<file path="src/rtl/fft_sdf_bf2.sv">
`default_nettype none
// ============================================================================
//  Module      : fft_sdf_bf2
//  Description : Radix-2 single-path delay-feedback DIF butterfly stage.
//                Streams one packed complex sample {re,im} per accepted cycle.
//                Frames are 2*DEPTH samples long. The first half of each frame
//                is parked in the delay line. The second half emits sums and
//                pushes differences back into the delay line. Those
//                differences leave, with their twiddle index, while the next
//                frame's first half is pushed in.
//                Optional macro BF_SCALE_EN: sum/diff are halved with an
//                arithmetic floor shift instead of being saturated.
//  Revision    : 1.0  initial release
// ============================================================================
module fft_sdf_bf2 #(
    parameter int WIDTH      = 24,
    parameter int DEPTH      = 8,
    parameter int LOG2_DEPTH = 3
) (
    input  logic                  clk,
    input  logic                  rst_n,
    input  logic                  in_valid,
    input  logic                  in_sof,
    input  logic [WIDTH-1:0]      in_data,
    output logic                  out_valid,
    output logic                  out_sof,
    output logic [WIDTH-1:0]      out_data,
    output logic [LOG2_DEPTH-1:0] out_tw_idx,
    output logic                  out_tw_en
);

    localparam int                c_HALF = WIDTH / 2;
    localparam logic [LOG2_DEPTH:0] c_LAST = (LOG2_DEPTH + 1)'(2 * DEPTH - 1);
    localparam logic [LOG2_DEPTH:0] c_ONE  = (LOG2_DEPTH + 1)'(1);

    // Sample counter within the frame and "a full frame of differences is held" flag
    logic [LOG2_DEPTH:0]   r_cnt;
    logic                  r_primed;
    logic [WIDTH-1:0]      r_dly [DEPTH];

    logic [LOG2_DEPTH:0]   w_idx;
    logic [LOG2_DEPTH-1:0] w_k;
    logic                  w_phase;
    logic                  w_resync;
    logic                  w_primed_eff;
    logic [WIDTH-1:0]      w_head;
    logic [c_HALF-1:0]     w_d_re, w_d_im, w_x_re, w_x_im;
    logic [c_HALF:0]       w_sum_re, w_sum_im, w_dif_re, w_dif_im;
    logic [WIDTH-1:0]      w_sum, w_diff;

    logic                  w_nxt_valid;
    logic                  w_nxt_sof;
    logic [WIDTH-1:0]      w_nxt_data;
    logic [LOG2_DEPTH-1:0] w_nxt_tw_idx;
    logic                  w_nxt_tw_en;

    // Brings an H+1-bit intermediate back to H bits: halve (floor) or saturate
    function automatic logic [c_HALF-1:0] f_fit(input logic [c_HALF:0] v);
`ifdef BF_SCALE_EN
        return v[c_HALF:1];
`else
        if (v[c_HALF] != v[c_HALF-1]) begin
            return v[c_HALF] ? {1'b1, {(c_HALF-1){1'b0}}} : {1'b0, {(c_HALF-1){1'b1}}};
        end
        return v[c_HALF-1:0];
`endif
    endfunction

    // A start-of-frame marker forces the current sample to index 0
    assign w_idx        = (in_valid && in_sof) ? '0 : r_cnt;
    assign w_k          = w_idx[LOG2_DEPTH-1:0];
    assign w_phase      = w_idx[LOG2_DEPTH];
    assign w_resync     = in_valid && in_sof && (r_cnt != '0);
    // A resync invalidates the held differences for this very sample too
    assign w_primed_eff = r_primed && !w_resync;

    assign w_head = r_dly[DEPTH-1];
    assign w_d_re = w_head[WIDTH-1:c_HALF];
    assign w_d_im = w_head[c_HALF-1:0];
    assign w_x_re = in_data[WIDTH-1:c_HALF];
    assign w_x_im = in_data[c_HALF-1:0];

    // Sign-extended one bit so the raw result never wraps
    assign w_sum_re = {w_d_re[c_HALF-1], w_d_re} + {w_x_re[c_HALF-1], w_x_re};
    assign w_sum_im = {w_d_im[c_HALF-1], w_d_im} + {w_x_im[c_HALF-1], w_x_im};
    assign w_dif_re = {w_d_re[c_HALF-1], w_d_re} - {w_x_re[c_HALF-1], w_x_re};
    assign w_dif_im = {w_d_im[c_HALF-1], w_d_im} - {w_x_im[c_HALF-1], w_x_im};

    assign w_sum  = {f_fit(w_sum_re), f_fit(w_sum_im)};
    assign w_diff = {f_fit(w_dif_re), f_fit(w_dif_im)};

    // Frame position and primed tracking; both move only on accepted samples
    always_ff @(posedge clk) begin
        if (!rst_n) begin
            r_cnt    <= '0;
            r_primed <= 1'b0;
        end else if (in_valid) begin
            r_cnt <= w_idx + c_ONE;
            if (w_resync) begin
                r_primed <= 1'b0;
            end else if (w_idx == c_LAST) begin
                r_primed <= 1'b1;
            end
        end
    end

    // Delay line: first half parks raw input, second half parks differences
    always_ff @(posedge clk) begin
        if (in_valid) begin
            r_dly[0] <= w_phase ? w_diff : in_data;
            for (int i = 1; i < DEPTH; i++) begin
                r_dly[i] <= r_dly[i-1];
            end
        end
    end

    // Next output word; every field is zero whenever nothing is emitted
    always_comb begin
        w_nxt_valid  = 1'b0;
        w_nxt_sof    = 1'b0;
        w_nxt_data   = '0;
        w_nxt_tw_idx = '0;
        w_nxt_tw_en  = 1'b0;
        if (in_valid) begin
            if (w_phase) begin
                w_nxt_valid = 1'b1;
                w_nxt_sof   = (w_k == '0);
                w_nxt_data  = w_sum;
            end else if (w_primed_eff) begin
                w_nxt_valid  = 1'b1;
                w_nxt_data   = w_head;
                w_nxt_tw_idx = w_k;
                w_nxt_tw_en  = 1'b1;
            end
        end
    end

    // Output register: single cycle of latency from accept to result
    always_ff @(posedge clk) begin
        if (!rst_n) begin
            out_valid  <= 1'b0;
            out_sof    <= 1'b0;
            out_data   <= '0;
            out_tw_idx <= '0;
            out_tw_en  <= 1'b0;
        end else begin
            out_valid  <= w_nxt_valid;
            out_sof    <= w_nxt_sof;
            out_data   <= w_nxt_data;
            out_tw_idx <= w_nxt_tw_idx;
            out_tw_en  <= w_nxt_tw_en;
        end
    end

endmodule
`default_nettype wire

</file>
<file path="config.mk">
export PLATFORM = sky130hd
export DESIGN_NAME = fft_sdf_bf2
export DESIGN_NICKNAME = d
export VERILOG_FILES = /design/src/rtl/fft_sdf_bf2.sv
export SDC_FILE = /design/constraint.sdc
export NUM_CORES = 1
export LEC_CHECK = 0
export ABC_AREA = 1
export CORE_MARGIN = 2
export CORE_UTILIZATION = 47
export CTS_CLUSTER_DIAMETER = 100
export DETAILED_ROUTE_END_ITERATION = 12
export GPL_TIMING_DRIVEN = 0
export MAX_ROUTING_LAYER = met4
export PLACE_DENSITY = 0.72
export SYNTH_ARGS = -nofsm -noshare
export SYNTH_HDL_FRONTEND = slang
export SYNTH_SLANG_ARGS = --single-unit
</file>
<file path="constraint.sdc">
create_clock -name clk -period 7.35 [get_ports clk]
set_input_delay 1.1025 -clock clk [delete_from_list [all_inputs] [get_ports clk]]
set_output_delay 1.1025 -clock clk [all_outputs]
set_load 0.01 [all_outputs]
</file>
==> results of run 1 <==
power by group:
| part | leakage (nW) | total [mW] | internal, mW | switching [mW] |
|---|---|---|---|---|
| clock network | 0.421 | 1.30 | 0.801 | 0.500 |
| registers | 2.16 | 1.49 | 1.47 | 0.0212 |
| logic | 2.57 | 0.395 | 0.133 | 0.262 |
| total | 5.16 | 3.18 | 2.40 | 0.783 |
layer usage:
layer  vias up  GRT usage [%]  part of all wire, %
li1       3412              -                    -
met1      3241          27.59                   50
met2       158          26.88                   42
met3        43          3.271                  5.1
met4         0          5.518                  2.5
met5         -              -                    0
state kept, by name, indices dropped and copies added, names as in the netlist:
signal	cells
out_data	24
out_sof	1
out_tw_en	1
out_tw_idx	3
out_valid	1
r_cnt	4
r_dly	192
r_primed	1
final cells by class:
type / instances / area [sq um] / area share (%)
sequential: 227 / 6466 / 53.14
multi-input combinational: 600 / 3303 / 27.15
clock buffer: 26 / 629.4 / 5.172
timing repair buffer: 58 / 603.1 / 4.956
inverter: 111 / 419.2 / 3.445
tap: 280 / 350.3 / 2.879
clock inverter: 20 / 237.7 / 1.954
buffer: 24 / 158.9 / 1.306
through the flow:
| stage | cell area (sq um) | worst slack [ns] |
|---|---|---|
| finish | 12170 | 3.221 |
| floorplan | 10350 | 4.080 |
| global route | 12170 | 3.088 |
| detailed placement | 11300 | 2.774 |
| CTS | 12170 | 3.270 |
| global placement | 11270 | -2.767 |
cells in the final DEF (no fill, tap or decap), types with 11 or more instances in the layout:
cell	instances
sky130_fd_sc_hd__nor2_1	65
sky130_fd_sc_hd__a21oi_1	55
sky130_fd_sc_hd__clkdlybuf4s50_1	56
sky130_fd_sc_hd__dfxtp_1	35
sky130_fd_sc_hd__o21ai_0	28
sky130_fd_sc_hd__inv_1	103
sky130_fd_sc_hd__xor2_1	15
sky130_fd_sc_hd__edfxtp_1	192
sky130_fd_sc_hd__nand2_1	252
sky130_fd_sc_hd__buf_2	11
sky130_fd_sc_hd__clkbuf_16	25
sky130_fd_sc_hd__ha_1	54
sky130_fd_sc_hd__nand3_1	57
sky130_fd_sc_hd__nand4_1	19
kinds of logic after synthesis:
logic type	synth area share, %
AO/OA/AOI/OAI	6.191
flip-flops	62.49
AND/OR/NAND/NOR	17.07
adder cells (fa/ha/maj)	7.304
buffers and inverters	5.586
XOR/XNOR	1.354
worst paths after layout:
kind,slack (ns),to,cells past startpoint
setup / recovery,3.22,out_data[3],19
hold / removal,0.41,r_dly[0][84],0
setup reg to reg,3.95,out_data[3],14
hold reg to reg,0.41,r_dly[0][84],0
==> summary by stage, run 1 <==
Status
The run finished with clean final reports.

Global routing
The number of antenna violations at the first check in global routing came to 0. The residual overflow from global routing is 0. The first global-routing pass estimated 33710 microns of wire. For this run, the total global-route usage over all layers was measured as 18.77%. The via count of the first global-routing pass is roughly 6400. The largest net degree at the start of global routing is 135.

Timing
Timing would allow up to 0.2422 GHz. The worst max-slew margin expressed relative to the limit is between 50% and 60%. The minimum period implied by the final worst setup slack is 4.129 ns.

Summed over all failing endpoints, the final setup total negative slack is 0 ns. Setup violations remaining at the end of the flow were counted as 0. The final worst-path cycle share is a little under three fifths. The number of pins exceeding their max-slew limit in the final report is 0.

Setup repair after global routing left no endpoint under its margin. The setup skew after layout is 0.01100 ns. The final hold violation count was 0. The post-route worst hold slack is 0.4115 ns.

For the pin with the worst max-slew slack, the measured transition is 0.6772 ns.

Floorplan
The vertical extent of the die is 152.4 microns. The row count is 54. The region available for standard cell placement spans 21690 sq um. The die width is 152.4 microns.

For this configuration, the core starts out at a cell density of 47.71%. The floorplan step defined a die boundary enclosing 23220 sq um. The number of ports placed on the die boundary is 58.

Placement
Once detailed placement completed, the half-perimeter wirelength came to 14790 microns. The number of placed instances with taps included is 1300. The congestion estimate from routability-driven global placement came to approximately 0.96. The count of input and output buffers is between 50 and 60.

Setup path
Data arrives at the worst endpoint at roughly 4.5 ns. The most critical setup path has its startpoint at in_data[4]. Of all nets on the critical path, the largest fanout is 9. The largest individual stage delay along the critical path comes from the cell sky130_fd_sc_hd__ha_1. The worst setup path is captured at a flop. Among cell families on the critical path, the largest total delay comes from buffers and inverters. The startpoint of the most critical register-to-register path is r_dly[1][78].

The category of the worst setup path launch point is an input port. The critical path goes through clkdlybuf4s50_1 -> inv_1 -> ha_1 -> buf_2 -> inv_1 -> a21oi_1 -> nor2_1 -> nor2_1 -> nand2_1 -> nor2_1 -> o21ai_0 -> xor2_1 -> inv_1 -> ha_1 -> inv_1 -> nand3_1 -> nand2_2 -> nand2_1 -> nand2_1. Data on the critical path is required at its endpoint by 7.75 ns.

The worst setup path is of the input port to flop kind. Counting stages on the worst path, the most repeated cell is sky130_fd_sc_hd__inv_1. The largest single stage delay on the critical path is ~0.53 ns.

The buffering stage count on the worst path with inverters included is 6.

Clock network
The number of clock sinks seen by CTS is 227. The clock tree root buffer cell is sky130_fd_sc_hd__clkbuf_16. The number of hold buffers added after cts is 0. The quantity of gates resized following cts is 0. Clock tree synthesis inserted a total of 25 buffers.

In this run the deepest clock path goes through 3 buffers. The H-tree depth reported by CTS is 1. Buffers added to address setup during post-CTS repair amount to 0. At the later pin of the worst-skew pair, clock insertion delay measures 0.52 ns. The clock transition time at the flip-flop clock pins of the worst setup and hold paths is 0.06 ns. TritonCTS built the clock tree.

Synth
The register area share after synthesis is 62.49%. The async set or reset register ratio after synthesis is 0%. The synthesized area is 10350 sq um. Each instance of the synthesized netlist takes up on average 10.76 sq um. The flip-flop cell with the highest count after synthesis is sky130_fd_sc_hd__edfxtp_1. Summed over its instances, the top area cell type makes up 55.72% of the synthesized netlist area. The post-synthesis cell count is 962. Yosys attributes the largest share of cell area to sky130_fd_sc_hd__edfxtp_1, sky130_fd_sc_hd__nand2_1, sky130_fd_sc_hd__dfxtp_1, sky130_fd_sc_hd__ha_1, sky130_fd_sc_hd__inv_1.

For this run, the number of Yosys warnings is 0. The number of different library cells used by synthesis comes to 41. Counting instances in the post-synthesis netlist gives the leading cell types as sky130_fd_sc_hd__nand2_1, sky130_fd_sc_hd__edfxtp_1, sky130_fd_sc_hd__inv_1. The number of enable-type register cells in the synthesized netlist is between 150 and 200. The post-synth net total is 1048. The cell with the most instances after synthesis is sky130_fd_sc_hd__nand2_1. The synthesized design contains 227 register bits. The largest total area in the synthesized netlist belongs to sky130_fd_sc_hd__edfxtp_1.

Drt
In this run the remaining antenna-violating nets after routing total 0. The count of routing violations after the opening detailed-route iteration is 458. Wires add up to between 20000 and 25000 microns.

The routed layout has 6854 vias. The average detailed-routed wire length per instance is 15.97 microns. The average vias per placed instance is 5.092. In the routed design, unresolved DRC markers number 0. The count of TritonRoute iterations in the first routing pass is 5.

Finish
The final standard cell utilization of the core is 56.10%. The layout cell share with drive strength beyond 1 is 9.006%. After the flow finishes, the layout carries non-filler instances totaling 1346.

The number of inserted diodes is 0. The number of fillers in the final layout is 1856. The net count of the finished layout is 1133. The layout-stage area growth over the synthesis result is 17.59%.

Power and ir drop
The worst vdd rail ir drop is 0.1614 mV. The leakage power figure is 5.155 nW. Summing internal, switching and leakage power gives 3.183 mW. The power per standard cell area is 261.6 nW/um^2.

Min path
The path class of the tightest hold or removal check is flop to flop. The worst hold path begins at r_dly[0][60].

Flow run
The reported max-cap violation count is 0.
(Power assumes the default switching activity.)
==> inputs of run 2 (changes only) <==
PLACE_DENSITY = 0.75   (was 0.72)
clock period = 3.6 ns   (was 7.35 ns; I/O delays follow)
==> summary by stage, run 2 (same netlist as run 1, synthesis figures left out) <==
Placement
The final weighted congestion in routability-driven placement is 0.9098 (-4.9%). The HPWL reported at the end of detailed placement is 14850 microns (+0.39%). The count of input and output buffers is 57 (unchanged).

The number of placed instances with taps included came to 1300 (unchanged). The setup slack after placement is -0.3805 ns (-3.155 ns).

Drt
The number of DRC violations after detailed routing is 0 (unchanged). The count of TritonRoute iterations in the first routing pass is 5 (unchanged). The remaining antenna violation count after routing came to 0 (unchanged).

The average detailed-routed wire length per instance is 15.95 microns (-0.14%). The average vias per placed instance is 5.091 (about the same). The total length of routed wires came to 21460 microns (-0.21%). The via count is 6848 (-0.088%). The count of routing violations after the opening detailed-route iteration is 494 (+7.9%).

Flow run
The reported max-cap violation count came to 0 (unchanged).

Timing
The number of pins exceeding their max-slew limit in the final report is 0 (unchanged). The measured slew at the worst slew-check pin came to 0.6851 ns (+0.007870 ns). The final-layout setup total negative slack is 0 ns (unchanged). The setup skew after layout is 0.009342 ns (-0.001653 ns).

The setup slack of the critical path after layout was 0.2764 ns (-2.945 ns). The final number of setup-violating endpoints is 0 (unchanged). The maximum achievable frequency is 0.3009 GHz. The post-route worst hold slack was 0.4125 ns (+0.001025 ns). The clock period could shrink to 3.324 ns. The final hold violation count is 0 (unchanged). The final worst-path cycle share is between 90 and 100%. The worst max-slew margin expressed relative to the limit is 54.33% (-0.52 points).

Setup repair after global routing left no endpoint under its margin.

Power and ir drop
The part of the power in registers is 49.1% (+2.4 points). The share of total power consumed by net switching was 25.80% (+1.2 points). The switching power summed over all nets is 1.594 mW (+100%). The leakage power figure is 5.097 nW (-1.1%). The combinational cell fraction of total power is 13.1% (+0.7 points). The power per standard cell area is 512.4 nW/um^2 (+96%). The internal power is 4.585 mW (+91%). The worst vdd rail ir drop is 0.3566 mV (+120%). The share of total power in the clock network is 37.8% (-3.1 points).

Finish
The library cell used most frequently in the layout, excluding fill and tap cells, is sky130_fd_sc_hd__nand2_1. The layout net count is 1133 (unchanged). The number of inserted diodes is 0 (unchanged).

The multi-input logic area is 3306 sq um (about the same). The library cells used most frequently in the layout, excluding fill and tap cells, are sky130_fd_sc_hd__nand2_1, sky130_fd_sc_hd__edfxtp_1, sky130_fd_sc_hd__inv_1, sky130_fd_sc_hd__nor2_1, sky130_fd_sc_hd__nand3_1. The number of fillers in the final layout is 1838 (-0.97%). The number of flip-flops under the largest register name was 192 (unchanged). The sequential cell area came to 6466 sq um (unchanged). The final standard cell count with taps included and fillers excluded is 1345 (-0.074%). The layout cell share with drive strength beyond 1 is 8.732% (-0.27 points).

The layout-stage area growth over the synthesis result is 16.54%. In the final layout, the registers with the most flip-flops are r_dly: 192 flops, out_data: 24 flops, r_cnt: 4 flops. r_dly holds more flip-flops than any other register.

Global routing
The global routing met3 resource utilization came to 2.844% (-0.43 points). The met1 global-route usage is 28.38% (+0.79 points). The number of antenna violations at the first check in global routing is 0 (unchanged).

The largest net degree at the start of global routing is 134 (-0.74%). The via count of the first global-routing pass is 6398 (-0.45%). The met2 demand-to-capacity share in global routing is 26.77% (-0.11 points). The global-route wire length before repair is 33920 microns (+0.61%). The residual overflow from global routing came to 0 (unchanged). The layer flagged by global routing as most heavily used is met1. The overall track demand over capacity in global routing is 18.84% (+0.065 points).

Setup path
The worst-case register-to-register setup slack is 0.43 ns (-3.52 ns). The worst setup path is launched from an input port. The data required time at the worst endpoint came to 4.00 ns (-3.75 ns).

The worst setup path is captured at a flop. The startpoint identified for the worst register-to-register timing path is r_dly[1][76]. The endpoint arrival time on the critical path is 3.72 ns (-0.81 ns).

The category of the most critical setup path is input port to flop. The worst reg2reg path depth is 17 (+3). The maximum fanout encountered on the critical timing path is 7 (-2).

The worst flop-to-flop path endpoint is out_data[0].

Clock network
The number of clock sinks seen by CTS is 227 (unchanged). The H-tree depth reported by CTS came to 1 (unchanged). TritonCTS built the clock tree. The CTS buffer count came to 25 (unchanged). The number of buffers on the longest clock path is 3 (unchanged). The clock transition time at the flip-flop clock pins of the worst setup and hold paths is 0.06 ns (about the same). The clock tree root buffer cell is sky130_fd_sc_hd__clkbuf_16. The clock latency on the worst-skew pair is 0.52 ns (about the same).

Floorplan
The starting utilization of the core area is 47.71% (unchanged). The die width is 152.4 microns (unchanged). The vertical extent of the die came to 152.4 microns (unchanged). The number of ports placed on the die boundary is 58 (unchanged).

The row count is 54 (unchanged). The area of the core is 21690 sq um (unchanged). The total die area is 23220 sq um (unchanged).

Min path
The worst hold path terminates at r_dly[1][41]. The min-delay analysis places its worst path in the category flop to flop. The hold-critical path depth is 0 (unchanged). The startpoint of the most critical hold path is r_dly[1][17].

Status
The run finished with clean final reports.
-- run 2: area by class of cell --
cell class / count / share of cell area, %
buffer: 24 / 1.318
clock buffer: 29 / 5.478
clock inverter: 16 / 0.7885
inverter: 111 / 3.476
multi-input combinational: 600 / 27.41
sequential: 227 / 53.62
tap: 280 / 2.905
timing repair buffer: 58 / 5.001
-- run 2: worst max path at each step --
stage	from	to	slack (ns)	depth (start not counted)
6_report	in_data[6]	out_data[0]	0.28	16
5_1_grt	in_data[4]	out_data[4]	0.01	19
4_1_cts	in_data[4]	out_data[0]	0.15	19
3_5_place_dp	in_data[4]	out_data[0]	-0.38	19
3_3_place_gp	in_valid	r_dly[0][23]	-5.85	8
2_1_floorplan	in_data[2]	out_data[1]	0.89	17
-- run 2: metrics by stage --
stage               util, %  total power [mW]  cell area (sq um)
finish                55.60             6.179              12060
global placement      51.96             3.898              11270
global route          55.60             6.456              12060
floorplan                 -             3.616              10350
CTS                   55.59             6.226              12060
detailed placement    52.11             3.884              11300
-- run 2: critical path, stage by stage --
cell and delay (ns):
sky130_fd_sc_hd__clkdlybuf4s50_1 0.55, sky130_fd_sc_hd__inv_1 0.06, sky130_fd_sc_hd__ha_1 0.41, sky130_fd_sc_hd__o21ai_0 0.38, sky130_fd_sc_hd__nor2_1 0.09, sky130_fd_sc_hd__nand2_1 0.13, sky130_fd_sc_hd__nor2_1 0.07, sky130_fd_sc_hd__o21ai_1 0.20
sky130_fd_sc_hd__xor2_1 0.22, sky130_fd_sc_hd__inv_1 0.08, sky130_fd_sc_hd__ha_2 0.46, sky130_fd_sc_hd__inv_1 0.22, sky130_fd_sc_hd__nand2_1 0.12, sky130_fd_sc_hd__nand2_1 0.05, sky130_fd_sc_hd__nand2_1 0.05, sky130_fd_sc_hd__nand2_1 0.08
-- run 2: what timing repair did --
action	CTS	global route
hold buffers	0	0
gates resized for setup	0	2
setup endpoints to repair	0	9
setup buffers	0	0
-- run 2: layer usage --
layer	share of wire (%)	wire length (microns)
met1	50	10810
met2	42	9014
met3	5.6	1193
met4	2.0	439
met5	0	0
-- run 2: power groups by stage --
stage	Clock (mW)	Combinational (mW)	Sequential, mW
finish	2.33	0.810	3.03
global route	2.50	0.913	3.05
CTS	2.39	0.799	3.04
detailed placement	0	0.794	3.09
global placement	0	0.784	3.11
floorplan	0	0.544	3.07
